## src/rtl/maxpool_relu1_pkg.sv

```systemverilog
`default_nettype none
// ---------------------------------------------------------------------------
// maxpool_relu1_pkg : shared conv1 geometry, sample type and signed max helper
// Revision: 1.0
// ---------------------------------------------------------------------------
package maxpool_relu1_pkg;

   localparam int CONV_BIT   = 12;
   localparam int WIDTH      = 24;
   localparam int HEIGHT     = 24;
   localparam int HALF_WIDTH = WIDTH / 2;

   localparam int COL_W  = $clog2(WIDTH);
   localparam int ROW_W  = $clog2(HEIGHT);
   localparam int ADDR_W = $clog2(HALF_WIDTH);

   typedef logic signed [CONV_BIT-1:0] sample_t;

   function automatic sample_t smax(input sample_t a, input sample_t b);
      return (a > b) ? a : b;
   endfunction

endpackage
`default_nettype wire

```

## src/rtl/maxpool_relu1_pool_linebuf.sv

```systemverilog
`default_nettype none
// ---------------------------------------------------------------------------
// pool_linebuf : per-channel row buffer of pair maxima, async read
// Revision: 1.0
// ---------------------------------------------------------------------------
module pool_linebuf
   import maxpool_relu1_pkg::*;
(
   input  logic              clk,
   input  logic              we,
   input  logic [ADDR_W-1:0] addr,
   input  sample_t           wdata,
   output sample_t           rdata
);

   // Always written on an even row before being read, so no reset is needed.
   sample_t mem_q [HALF_WIDTH];

   always_ff @(posedge clk) begin
      if (we) begin
         mem_q[addr] <= wdata;
      end
   end

   assign rdata = mem_q[addr];

endmodule
`default_nettype wire

```

## src/rtl/maxpool_relu1.sv

```systemverilog
`default_nettype none
// ---------------------------------------------------------------------------
// maxpool_relu1 : 2x2 stride-2 max pooling + ReLU on three conv1 channels
// Revision: 1.0
// ---------------------------------------------------------------------------
module maxpool_relu1
   import maxpool_relu1_pkg::*;
(
   input  logic                clk,
   input  logic                rst_n,
   input  logic                valid_out_conv,
   input  logic [CONV_BIT-1:0] conv_out_1,
   input  logic [CONV_BIT-1:0] conv_out_2,
   input  logic [CONV_BIT-1:0] conv_out_3,
   output logic [CONV_BIT-1:0] max_value_1,
   output logic [CONV_BIT-1:0] max_value_2,
   output logic [CONV_BIT-1:0] max_value_3,
   output logic                valid_out_relu
);

   localparam int                NCH      = 3;
   localparam logic [COL_W-1:0]  COL_LAST = COL_W'(WIDTH - 1);
   localparam logic [ROW_W-1:0]  ROW_LAST = ROW_W'(HEIGHT - 1);
   localparam logic [COL_W-1:0]  COL_ONE  = COL_W'(1);
   localparam logic [ROW_W-1:0]  ROW_ONE  = ROW_W'(1);

   logic [COL_W-1:0]  col_q, col_d;
   logic [ROW_W-1:0]  row_q, row_d;
   logic              valid_q, valid_d;
   logic              lb_we;
   logic              fire;
   logic [ADDR_W-1:0] lb_addr;

   sample_t sample   [NCH];
   sample_t hold_q   [NCH];
   sample_t hold_d   [NCH];
   sample_t max_q    [NCH];
   sample_t max_d    [NCH];
   sample_t pair_max [NCH];
   sample_t quad_max [NCH];
   sample_t lb_rdata [NCH];

   assign sample[0] = sample_t'(conv_out_1);
   assign sample[1] = sample_t'(conv_out_2);
   assign sample[2] = sample_t'(conv_out_3);

   always_comb begin
      col_d = col_q;
      row_d = row_q;
      if (valid_out_conv) begin
         if (col_q == COL_LAST) begin
            col_d = '0;
            row_d = (row_q == ROW_LAST) ? '0 : row_q + ROW_ONE;
         end else begin
            col_d = col_q + COL_ONE;
         end
      end
   end

   // Even rows deposit pair maxima; odd rows fold them in and emit.
   always_comb begin
      lb_we   = valid_out_conv & col_q[0] & ~row_q[0];
      fire    = valid_out_conv & col_q[0] &  row_q[0];
      lb_addr = ADDR_W'(col_q >> 1);
      valid_d = fire;
      for (int ch = 0; ch < NCH; ch++) begin
         hold_d[ch]   = (valid_out_conv && !col_q[0]) ? sample[ch] : hold_q[ch];
         pair_max[ch] = smax(hold_q[ch], sample[ch]);
         quad_max[ch] = smax(pair_max[ch], lb_rdata[ch]);
         max_d[ch]    = max_q[ch];
         if (fire) begin
            max_d[ch] = quad_max[ch][CONV_BIT-1] ? '0 : quad_max[ch];
         end
      end
   end

   for (genvar gi = 0; gi < NCH; gi++) begin : g_ch
      pool_linebuf u_linebuf (
         .clk   (clk),
         .we    (lb_we),
         .addr  (lb_addr),
         .wdata (pair_max[gi]),
         .rdata (lb_rdata[gi])
      );
   end

   always_ff @(posedge clk or negedge rst_n) begin
      if (!rst_n) begin
         col_q   <= '0;
         row_q   <= '0;
         valid_q <= 1'b0;
         for (int ch = 0; ch < NCH; ch++) begin
            hold_q[ch] <= '0;
            max_q[ch]  <= '0;
         end
      end else begin
         col_q   <= col_d;
         row_q   <= row_d;
         valid_q <= valid_d;
         for (int ch = 0; ch < NCH; ch++) begin
            hold_q[ch] <= hold_d[ch];
            max_q[ch]  <= max_d[ch];
         end
      end
   end

   assign max_value_1    = max_q[0];
   assign max_value_2    = max_q[1];
   assign max_value_3    = max_q[2];
   assign valid_out_relu = valid_q;

endmodule
`default_nettype wire

```

## config.mk

```make
export PLATFORM = sky130hd
export DESIGN_NAME = maxpool_relu1
export DESIGN_NICKNAME = d
export VERILOG_FILES = /design/src/rtl/maxpool_relu1_pkg.sv /design/src/rtl/maxpool_relu1_pool_linebuf.sv /design/src/rtl/maxpool_relu1.sv
export SDC_FILE = /design/constraint.sdc
export NUM_CORES = 1
export LEC_CHECK = 0
export CORE_MARGIN = 2
export CORE_UTILIZATION = 35
export DETAILED_ROUTE_END_ITERATION = 7
export PLACE_DENSITY = 0.61
export REMOVE_ABC_BUFFERS = 1
export SYNTH_ARGS = -nofsm -noshare
export SYNTH_HDL_FRONTEND = slang
export SYNTH_SLANG_ARGS = --single-unit
```

## constraint.sdc

```tcl
create_clock -name clk -period 4.54 [get_ports clk]
set_input_delay 0.908 -clock clk [delete_from_list [all_inputs] [get_ports clk]]
set_output_delay 0.908 -clock clk [all_outputs]
set_load 0.02 [all_outputs]
```

==> results_dict.tcl <==
set metrics [dict create \
    grt_first_pass_wirelength_mm 77.7 \
    tritoncts.num_buffers 51 \
    fin_crit_ns 4.48 \
    drv_cap 0 \
    power.share.clock 0.239 \
    syn_inst 1337 \
    cp_slowest_cell "clkdlybuf4s50_1" \
    netSwitchingFraction 0.333 \
    drt_iter0_drc 986 \
    fmax_mhz 223 \
    areaGrowthSynthToFinish_pct 22.0 \
    worstMarginPinSlew_ns 0.905 \
    status "complete, no violations" \
    leakage_uw 0.00994 \
    wire_per_inst_um 20.6 \
    die_h_um 256 \
    die_area_mm2 0.0653 \
    antenna_found_initial 1 \
    postCtsHoldBufs 0 \
    whs_ns 0.445 \
    ir_drop_mv 0.366 \
    first_pass_iters 5 \
    crit_buf_inv 4 \
    num-fill-cells 5544 \
    regToRegEndpoint "max_value_1[8]" \
    ios 76 \
    crit_chain "clkdlybuf4s50_1 > inv_1 > ha_4 > buf_4 > nand4_1 > or3_4 > a2bb2oi_2 > o31ai_4 > mux2_2 > ha_1 > a21o_1 > a2111o_1 > o31a_1 > nand3b_1 > o21ai_4 > buf_6 > a22o_1" \
    crit_type "input pin to flop" \
    start_kind "input pin" \
    utilization 0.430 \
    path_max_fanout 8 \
    vias 12490 \
    postSynthAreaPerCell_um2 16.6 \
    first_global_vias 13009 \
    cts.root.buffer_cell "clkbuf_16" \
    dp_hpwl_mm 31.0 \
    io_buffers 72 \
    cts_max_path_buffers 3 \
    globalplace.congestion 0.808 \
    hold_violations 0 \
    initial_utilization 0.352 \
    die_x_um 256 \
    synth_edf_count 432 \
    synth_area_mm2 0.0222 \
    setup_viol 0 \
    ant_nets 0 \
    yosys_warnings 0 \
    fp-row-count 92 \
    timing.final.crit_share 0.986 \
    synth-seq-cells 512 \
    slew_violations 0 \
    clkTransAtPathRegs_ns 0.06 \
    slew_headroom 0.397 \
    worstSetupEndpointType "flop" \
    grt_max_degree 59 \
    p_seq_frac 0.375 \
    crit_family "compound AO/OA/AOI/OAI gates" \
    drt-vias-per-instance 5.09 \
    cts_sinks 512 \
    r2r-start "hold_q[29]" \
    htreeDepth 2 \
    place_ws_ns -0.847 \
    nNetsFinal 1680 \
    combPwrFrac 0.387 \
    cpPeakStageDelay_ns 0.47 \
    critPathArrivalTime_ns 5.02 \
    ff2ff_path_depth 18 \
    reg2reg_slack_ns 0.48 \
    p_total_uw 17200 \
    finalWirelength_mm 50.5 \
    ys.flop_type "edfxtp_1" \
    synth-seq-area-share 0.676 \
    drive_gt1_frac 0.273 \
    setup_tns_ns 0 \
    p_int_uw 11500 \
    grtUsageTotal 0.153 \
    clock_skew_ns 0.0368 \
    grt-ovfl-total 0 \
    drc 0 \
    worst_slack_ns 0.0619 \
    pwr_density_cell_mw_per_mm2 638 \
    hp-class "input pin to async pin" \
    design.core.area_mm2 0.0629 \
    async_reset_ff_frac 0.156 \
    synth.distinct_cells 54 \
    cp_data_required_time_ns 5.08 \
    p_switching_uw 5740 \
    cts_tree "yes" \
    clock_latency_ns 0.61 \
    antenna_cells 0 \
]
## metrics by stage
step,instance area (um^2),std cells
detailed placement,25100,2356
global route,27000,2455
finish,27000,2455
CTS,26800,2454
global placement,25100,2356
floorplan,21800,1269
## sequential cells by signal (all words and copies together) (netlist names)
| signal | cells |
|---|---|
| max_value_3 | 11 |
| hold_q | 36 |
| max_value_1 | 11 |
| valid_out_relu | 1 |
| row_q | 5 |
| col_q | 5 |
| g_ch.u_linebuf.mem_q | 432 |
| max_value_2 | 11 |
## how the worst max path moves through the flow
stage / end / cells past startpoint / slack (ns) / from
final: max_value_3[9] / 17 / 0.06 / conv_out_3[9]
after global routing: max_value_3[1] / 19 / -0.03 / conv_out_3[9]
after CTS: max_value_3[9] / 16 / 0.01 / conv_out_3[9]
after detailed placement: max_value_1[8] / 18 / -0.85 / conv_out_1[1]
after global placement: max_value_1[10] / 18 / -0.82 / conv_out_1[1]
after floorplan: max_value_2[10] / 11 / -2.89 / col_q[1]
## layout by cell type (no fill, tap or decap), drive strengths merged, types with 63 or more instances in the layout
| cell | synthesis | routed |
|---|---|---|
| clkdlybuf4s50 | 0 | 69 |
| inv | 72 | 73 |
| ha | 74 | 74 |
| clkbuf | 40 | 69 |
| nor2 | 77 | 77 |
| edfxtp | 432 | 432 |
| nand2 | 81 | 81 |
| a21oi | 63 | 63 |
| mux4 | 108 | 108 |
| buf | 30 | 174 |
| dfrtp | 80 | 80 |
## metal layers
| layer | GRT usage | wire (um) | share of wire | up-vias |
|---|---|---|---|---|
| li1 | - | - | - | 5713 |
| met1 | 0.216 | 23500 | 0.47 | 6461 |
| met2 | 0.251 | 24100 | 0.48 | 266 |
| met3 | 0.0257 | 2240 | 0.044 | 50 |
| met4 | 0.0301 | 657 | 0.013 | 0 |
| met5 | 0 | 0 | 0 | - |
## power groups by stage
| stage | Sequential, uW | Combinational (uW) | Clock [uW] |
|---|---|---|---|
| 3_5_place_dp | 6570 | 6490 | 0 |
| 4_1_cts | 6480 | 6560 | 4210 |
| 6_report | 6460 | 6670 | 4110 |
| 3_3_place_gp | 6550 | 6380 | 0 |
| 5_1_grt | 6530 | 7290 | 4380 |
| 2_1_floorplan | 6890 | 3750 | 0 |
## area by class of cell
class | count | area, um^2 | area share
multi-input cells | 685 | 6910 | 0.256
clock buffers | 69 | 1400 | 0.0516
clock inverters | 26 | 223 | 0.00824
repair buffers | 245 | 2190 | 0.0811
inverters | 72 | 270 | 0.0100
flip-flops and latches | 512 | 15000 | 0.554
well taps | 846 | 1060 | 0.0392
## timing repair
action / in CTS / in global routing
gates resized for setup: 7 / 48
pin swaps: 1 / 18
endpoints found under the setup margin: 22 / 33
hold endpoints to repair: 0 / 0
buffers inserted: 3 / 1
## logic make-up after synthesis
kind of cell,count (synthesis),share of synthesized area
xor+xnor,3,0.00119
simple gates,212,0.0419
flops,512,0.676
mux,190,0.148
fa+ha+maj,74,0.0418
buf+inv,142,0.0268
compound gates,203,0.0643
other cells,1,0.000169
## synthesized netlist by cell type, types with 10 or more instances
cell type,instances,area (um^2)
a22o_1,11,96.3
o2bb2ai_1,10,87.6
mux2i_1,62,621
o221ai_1,11,96.3
nand2_1,81,304
o21ai_0,40,200
buf_2,16,80.1
mux2_2,20,225
a21oi_1,63,315
edfxtp_1,432,13000
ha_1,74,926
clkbuf_1,40,150
nor2_1,77,289
inv_1,72,270
mux4_2,108,2430
o221ai_2,10,150
dfrtp_1,80,2000
a21o_1,22,165
nand4_1,20,125
Power figures use the tool's default switching activity.
